## config.mk

```make
export PLATFORM = sky130hd
export DESIGN_NAME = bcd_to_bin_flat
export DESIGN_NICKNAME = d
export VERILOG_FILES = /design/src/rtl/bcd_to_bin_if.sv /design/src/rtl/bcd_to_bin.sv /design/src/flat_wrapper.sv
export SDC_FILE = /design/constraint.sdc
export NUM_CORES = 1
export LEC_CHECK = 0
export ABC_AREA = 1
export CAP_MARGIN = 20
export CORE_UTILIZATION = 37
export DETAILED_ROUTE_END_ITERATION = 7
export GPL_TIMING_DRIVEN = 0
export PLACE_DENSITY = 0.59
export REMOVE_ABC_BUFFERS = 1
export SYNTH_ARGS = -nofsm -noshare
export SYNTH_HDL_FRONTEND = slang
export SYNTH_SLANG_ARGS = --single-unit
```

## constraint.sdc

```tcl
create_clock -name clk -period 4.8 [get_ports clk]
set_input_delay 1.2 -clock clk [delete_from_list [all_inputs] [get_ports clk]]
set_output_delay 1.2 -clock clk [all_outputs]
set_load 0.02 [all_outputs]
```

## src/rtl/bcd_to_bin_if.sv

```systemverilog
// ----------------------------------------------------------------------------
// bcd_to_bin_if
// Handshake/data bundle for the sequential BCD-to-binary converter.
//   start   : conversion request (driven by master)
//   bcd_in  : packed BCD operand, digit 0 in [3:0], MSD in the top nibble
//   busy    : conversion in progress (driven by converter)
//   done    : one-cycle pulse when bin_out/err are updated
//   bin_out : converted binary value, held until the next done
//   err     : invalid-digit flag for the last conversion
// Modports: master (requester side), slave (converter side).
// ----------------------------------------------------------------------------
interface bcd_to_bin_if #(
  parameter int DIGITS = 2,
  parameter int BIN_W  = 7
);
  logic                  start;
  logic [4*DIGITS-1:0]   bcd_in;
  logic                  busy;
  logic                  done;
  logic [BIN_W-1:0]      bin_out;
  logic                  err;

  modport master (
    output start, bcd_in,
    input  busy, done, bin_out, err
  );

  modport slave (
    input  start, bcd_in,
    output busy, done, bin_out, err
  );
endinterface

```

## src/rtl/bcd_to_bin.sv

```systemverilog
// ----------------------------------------------------------------------------
// bcd_to_bin
// Sequential packed-BCD to unsigned binary converter. Consumes one decimal
// digit per clock, most-significant first, with a multiply-by-ten-and-add
// accumulator (acc*10 = (acc<<3) + (acc<<1)), modulo 2^BIN_W.
//
// Ports:
//   clk     : clock, rising edge
//   reset_n : asynchronous active-low reset, clears all state
//   bus     : bcd_to_bin_if.slave (start, bcd_in -> busy, done, bin_out, err)
//
// Parameters:
//   DIGITS : number of BCD digits in bcd_in
//   BIN_W  : binary width, 2^BIN_W >= 10^DIGITS for lossless conversion
//
// Build option:
//   BCD2BIN_CHECK_EN : when defined, digits > 9 set a sticky error flag that
//                      is reported on err at done; otherwise err is 0.
//
// Timing: start sampled at edge k -> busy after k, done for the single cycle
// after edge k+DIGITS (busy already low then). Start is accepted again in
// the done cycle, giving one conversion per DIGITS+1 cycles.
// ----------------------------------------------------------------------------
module bcd_to_bin #(
  parameter int DIGITS = 2,
  parameter int BIN_W  = 7
) (
  input  logic         clk,
  input  logic         reset_n,
  bcd_to_bin_if.slave  bus
);

  localparam int CNT_W = (DIGITS > 1) ? $clog2(DIGITS) : 1;

  localparam logic [0:0] S_IDLE = 1'b0;
  localparam logic [0:0] S_CONV = 1'b1;

  // Horner step: acc*10 + digit, truncated to BIN_W bits.
  function automatic logic [BIN_W-1:0] mac10(input logic [BIN_W-1:0] acc,
                                             input logic [3:0]       dig);
    logic [BIN_W-1:0] t;
    t = (acc << 3) + (acc << 1) + BIN_W'(dig);
    return t;
  endfunction

  logic [0:0]          r_state;
  logic [4*DIGITS-1:0] r_shift;
  logic [BIN_W-1:0]    r_acc;
  logic [CNT_W-1:0]    r_cnt;
  logic                r_busy;
  logic                r_done;
  logic [BIN_W-1:0]    r_bin;

  logic [3:0]          w_top;
  logic [BIN_W-1:0]    w_acc_nxt;
  logic                w_last;

  assign w_top     = r_shift[4*DIGITS-1 -: 4];
  assign w_acc_nxt = mac10(r_acc, w_top);
  assign w_last    = (r_cnt == CNT_W'(DIGITS-1));

  always_ff @(posedge clk or negedge reset_n) begin
    if (!reset_n) begin
      r_state <= S_IDLE;
      r_shift <= '0;
      r_acc   <= '0;
      r_cnt   <= '0;
      r_busy  <= 1'b0;
      r_done  <= 1'b0;
      r_bin   <= '0;
    end else begin
      r_done <= 1'b0;
      case (r_state)
        S_IDLE: begin
          if (bus.start) begin
            r_shift <= bus.bcd_in;
            r_acc   <= '0;
            r_cnt   <= '0;
            r_busy  <= 1'b1;
            r_state <= S_CONV;
          end
        end
        default: begin
          r_acc   <= w_acc_nxt;
          r_shift <= r_shift << 4;
          r_cnt   <= r_cnt + CNT_W'(1);
          if (w_last) begin
            // Final digit: publish result; busy drops on the same edge.
            r_bin   <= w_acc_nxt;
            r_done  <= 1'b1;
            r_busy  <= 1'b0;
            r_state <= S_IDLE;
          end
        end
      endcase
    end
  end

`ifdef BCD2BIN_CHECK_EN
  logic r_chk;
  logic r_err;
  logic w_bad;

  assign w_bad = (w_top > 4'd9);

  // Sticky invalid-digit flag, cleared at start, sampled into err at done.
  always_ff @(posedge clk or negedge reset_n) begin
    if (!reset_n) begin
      r_chk <= 1'b0;
      r_err <= 1'b0;
    end else begin
      if (r_state == S_IDLE) begin
        if (bus.start) r_chk <= 1'b0;
      end else begin
        r_chk <= r_chk | w_bad;
        if (w_last) r_err <= r_chk | w_bad;
      end
    end
  end

  assign bus.err = r_err;
`else
  assign bus.err = 1'b0;
`endif

  assign bus.busy    = r_busy;
  assign bus.done    = r_done;
  assign bus.bin_out = r_bin;

endmodule

```

## src/flat_wrapper.sv

```systemverilog
// flat-port wrapper written by rule: the top's interface ports become plain ports
module bcd_to_bin_flat 
#(
  parameter int DIGITS = 2,
  parameter int BIN_W  = 7
)
  (clk, reset_n, bus_start, bus_bcd_in, bus_busy, bus_done, bus_bin_out, bus_err);
  bcd_to_bin_if #(.DIGITS(DIGITS), .BIN_W(BIN_W)) bus_i ();
  input  logic clk;
  input  logic reset_n;
  input wire logic [$bits(bus_i.start)-1:0] bus_start;
  input wire logic [$bits(bus_i.bcd_in)-1:0] bus_bcd_in;
  output wire logic [$bits(bus_i.busy)-1:0] bus_busy;
  output wire logic [$bits(bus_i.done)-1:0] bus_done;
  output wire logic [$bits(bus_i.bin_out)-1:0] bus_bin_out;
  output wire logic [$bits(bus_i.err)-1:0] bus_err;
  assign bus_i.start = bus_start;
  assign bus_i.bcd_in = bus_bcd_in;
  assign bus_busy = bus_i.busy;
  assign bus_done = bus_i.done;
  assign bus_bin_out = bus_i.bin_out;
  assign bus_err = bus_i.err;
  bcd_to_bin #(.DIGITS(DIGITS), .BIN_W(BIN_W)) u_core (.clk(clk), .reset_n(reset_n), .bus(bus_i));
endmodule
```

## Word-level counts from Yosys, hierarchy flattened

Cells that the tools add are included.

- Flip-flop bits (word level): 25
- Input bits: 11
- Output and inout port bits: 10
- Logic and storage cells: 28

- $add $sub $neg: 3
- Eq/ne operators: 1
- Muxes and demuxes: 14
- Reduce and logical (&&, ||, !) cells: 3

Operators with widths:

| operator | number |
|---|---|
| $mux W8 | 2 |
| $mux W6 | 2 |
| $mux W1 | 10 |
| $add A7 B4 Y7 | 1 |
| $add A7 B7 Y7 | 1 |
| $reduce_and A2 Y1 | 2 |
| $ne A2 B2 Y1 const B | 1 |
| $reduce_bool A2 Y1 | 1 |
| $add A1 B1 Y1 const B | 1 |

## Depth between registers and ports, before layout

- Depth in word-level cells: 3
- Gate-level depth with buffers: 10
- Depth with buffers taken out: 10

## Worst setup path after synthesis

OpenSTA, ideal clock, no wires.

- Path kind: reg-to-reg
- Start point: register u_core.r_acc[0]
- End point: register u_core.r_bin[6] (netlist: u_core.bus.bin_out[6])
- Setup time: 117 ps
- Data arrival time: 1768 ps
- Data required time: 4683 ps
- Slack: 2914 ps
- Stages on the path, launching flop included: 11
- Buffers on the path: 0
- Clock period less this slack: 1886 ps
- Cell sequence: dfrtp_1 inv_1 fa_1 inv_1 fa_1 nand3_1 nand3_1 inv_1 nand2_1 nand3_1 nand2_1

- Cells in the longest elaborated chain, start to end: 2

RTL lines:

| what | line | RTL |
|---|---|---|
| start, declared | bcd_to_bin.sv:48 | `logic [BIN_W-1:0] r_acc;` |
| start signal, assigned | bcd_to_bin.sv:84 | `r_acc <= w_acc_nxt;` |
| $add A7 B7 Y7 | bcd_to_bin.sv:42 | `t = (acc << 3) + (acc << 1) + BIN_W'(dig);` |
| $add A7 B4 Y7 | bcd_to_bin.sv:42 |  |
| end signal, assigned | bcd_to_bin.sv:89 | `r_bin <= w_acc_nxt;` |
| end, declared | bcd_to_bin.sv:52 | `logic [BIN_W-1:0] r_bin;` |

Every way passes these cells.
A chain may end at the register's enable or synchronous reset.

## Worst setup path in the final report

- Start point: register u_core.r_bin[5] (netlist: u_core.bus.bin_out[5])
- End point: output port bus_bin_out[5]

RTL lines:

| what | line | RTL |
|---|---|---|
| end, declared | flat_wrapper.sv:15 | `output wire logic [$bits(bus_i.bin_out)-1:0] bus_bin_out;` |

No word-level cell between the ends.

==> run summary <==
Synth Register Bits = 25
Hold Path Class = reg2reg
WS Path Type = reg2out
Number of synthesized flops with an enable pin = 0
Setup crit start kind = register
R2R cell count = 10
Vias in the first global route = 999
Vias = 905
Initial DRC count = 27
Net count, final = 170
Hold Path Cell Cnt = 2
Cells along the critical path = clkdlybuf4s50_1
Seq pwr share = 0.377
Cell with the most instances after synthesis = nand2_1
Arrival @ worst endpoint = 1.30 ns
Ys flop type = dfrtp_1
Detail Placement HPWL = 1880 um
Clk_skew = 0.00291 ns
RSZ-0062 raised after global routing = no
Global-route wire length before repair = 4350 um
Initial core utilization = 0.404
IO Port Bufs = 19
Depth of the CTS H-tree = 1
Post-CTS resize count = 0
Max Slew Vio Count = 0
Area leader, netlist = dfrtp_1
CP max-delay cell = clkdlybuf4s50_1
Syn_area_per_cell = 10.0 um2
Num CTS Buffers = 3
Peak per-stage delay on the critical path = 0.60 ns
Ys Warns = 0
Clock power frac = 0.099
Fraction of the cycle the final worst path needs = 0.520
Die width = 60.7 um
CTS Sinks = 25
Comb pwr share = 0.524
Fmax = 0.401 GHz
GP Congestion = 0.754
Worst-Margin Slew = 0.605 ns
Distinct cells, synth = 23
Drt wl/cell = 12.6 um
Pint = 0.533 mW
Worst path depth = 1
Minimum clock period after layout = 2.50 ns
CP required = 3.60 ns
Max FO, Critical Path = 2
Layout area overhead = 20.2%
Max IR drop VDD = 0.220 mV
FFs w/ async S/R, synth = 1.00
Switching Share = 0.443
NetSw = 0.423 mW
Layout cells sized above 1 = 0.135
Post-route DRC = 0
Die Area = 3680 um2
Clk_lat worst skew = 0.32 ns
Top cells by instance count after synthesis = nand2_1, dfrtp_1, inv_1, nand3_1, ha_1
GRT Total Usage = 0.162
DR vias/cell = 4.71
Yosys top cell area share = 0.491
Final hold violation count = 0
Post-Synthesis Cell Area = 1270 um2
Cell Count, Final, Fillers Out = 192
Die Y = 60.7 um
Pin count of the biggest net entering global routing = 15
Antenna cells = 0
Fillers = 322
Final Setup Violations = 0
Post-CTS setup buffers = 0
Hold_buf cts = 0
Post-route ant nets = 0
Slew headroom = 0.596
Register area share after synthesis = 0.491
Initial antenna violation count = 0
Outcome = complete, no violations
Maxcap violations = 0
Clk slew on worst S/H paths = 0.14 ns
CP Capture Type = primary output
Cell family with most CP delay = buffers and inverters
Worst Path Buf+Inv = 1
Clk buf depth = 2
Rows = 20
Grt ovf = 0
PD cells = 624 nW/um2
Final WL = 2430 um
TritonRoute pass-1 iters = 4
CTS tree = done
CTS root buf = clkbuf_4
Final Core Density = 0.486
Area contributors post-synth = dfrtp_1, nand2_1, ha_1
Placed Cells incl. Taps = 188
Static leakage = 0.766 nW
Ports = 21
Mapped Cells = 127
Core area = 3150 um2
Setup_tns = 0 ns
==> flip-flops by register name, indices dropped and copies added, names as in the netlist <==
name and cells:
u_core.bus.bin_out 7, u_core.bus.busy 1, u_core.bus.done 1, u_core.r_acc 6, u_core.r_cnt 1, u_core.r_shift 8
u_core.r_state 1
==> cell type report <==
type | instances | area (um2) | area share
Sequential cell | 25 | 626 | 0.408
Multi-Input combinational cell | 79 | 534 | 0.349
Timing Repair Buffer | 20 | 205 | 0.134
Inverter | 20 | 85.1 | 0.0555
Tap cell | 44 | 55.1 | 0.0359
Clock buffer | 3 | 22.5 | 0.0147
Clock inverter | 1 | 5.00 | 0.00327
==> final timing paths <==
path | from | end | slack [ns]
max in group asynchronous | reset_n | u_core.r_shift[2] | 3.05
setup reg to reg | u_core.r_acc[0] | u_core.bus.bin_out[6] | 2.78
min in group asynchronous | reset_n | u_core.r_acc[5] | 1.24
hold / removal | u_core.bus.bin_out[4] | u_core.bus.bin_out[4] | 0.50
setup / recovery | u_core.bus.bin_out[5] | bus_bin_out[5] | 2.30
hold reg to reg | u_core.bus.bin_out[4] | u_core.bus.bin_out[4] | 0.50
==> routing by layer <==
metal | vias to the layer above | wire length, um | share of wire | global-route usage
met1 | 434 | 1070 | 0.44 | 0.187
li1 | 455 | - | - | -
met2 | 14 | 1290 | 0.53 | 0.305
met4 | 0 | 10 | 0.0041 | 0.0487
met5 | - | 0 | 0 | 0
met3 | 2 | 55 | 0.023 | 0.0256
==> layout by cell type, fill, tap and decap left out, types with 3 or more instances in the layout <==
cell,instances
a22o_1,3
nand3_1,10
o22ai_1,3
clkdlybuf4s50_1,19
clkbuf_4,3
dfrtp_1,25
o21ai_0,3
o21ai_2,7
inv_1,17
ha_1,8
nand2_1,32
==> power groups by stage <==
stage          Sequential [mW]  Combinational [mW]  Clock, mW
2_1_floorplan            0.395               0.311          0
3_3_place_gp             0.363               0.489          0
3_5_place_dp             0.367               0.510          0
4_1_cts                  0.362               0.513      0.101
5_1_grt                  0.371               0.575      0.106
6_report                 0.361               0.501     0.0942
==> worst min-delay path, cell delays in order, from the launching register on <==
cell and delay, ns:
dfrtp_1 0.36, nand2_1 0.05, o21ai_0 0.06
==> through the flow <==
step / total power, mW / hold slack (ns) / instance area (um2) / setup slack (ns)
after global placement: 0.853 / 0.464 / 1490 / 2.20
after global routing: 1.05 / 0.517 / 1530 / 2.24
after detailed placement: 0.877 / 0.470 / 1510 / 2.48
final: 0.956 / 0.500 / 1530 / 2.30
after CTS: 0.976 / 0.502 / 1530 / 2.27
after floorplan: 0.706 / 0.457 / 1240 / 2.91
==> cell families after synthesis <==
family | Yosys count | synth area share
buffers and inverters | 23 | 0.0903
AO/OA/AOI/OAI | 19 | 0.121
adder cells (fa/ha/maj) | 10 | 0.110
AND/OR/NAND/NOR | 48 | 0.179
XOR/XNOR | 1 | 0.00687
other | 1 | 0.00294
flip-flops | 25 | 0.491
(Power assumes the default switching activity.)
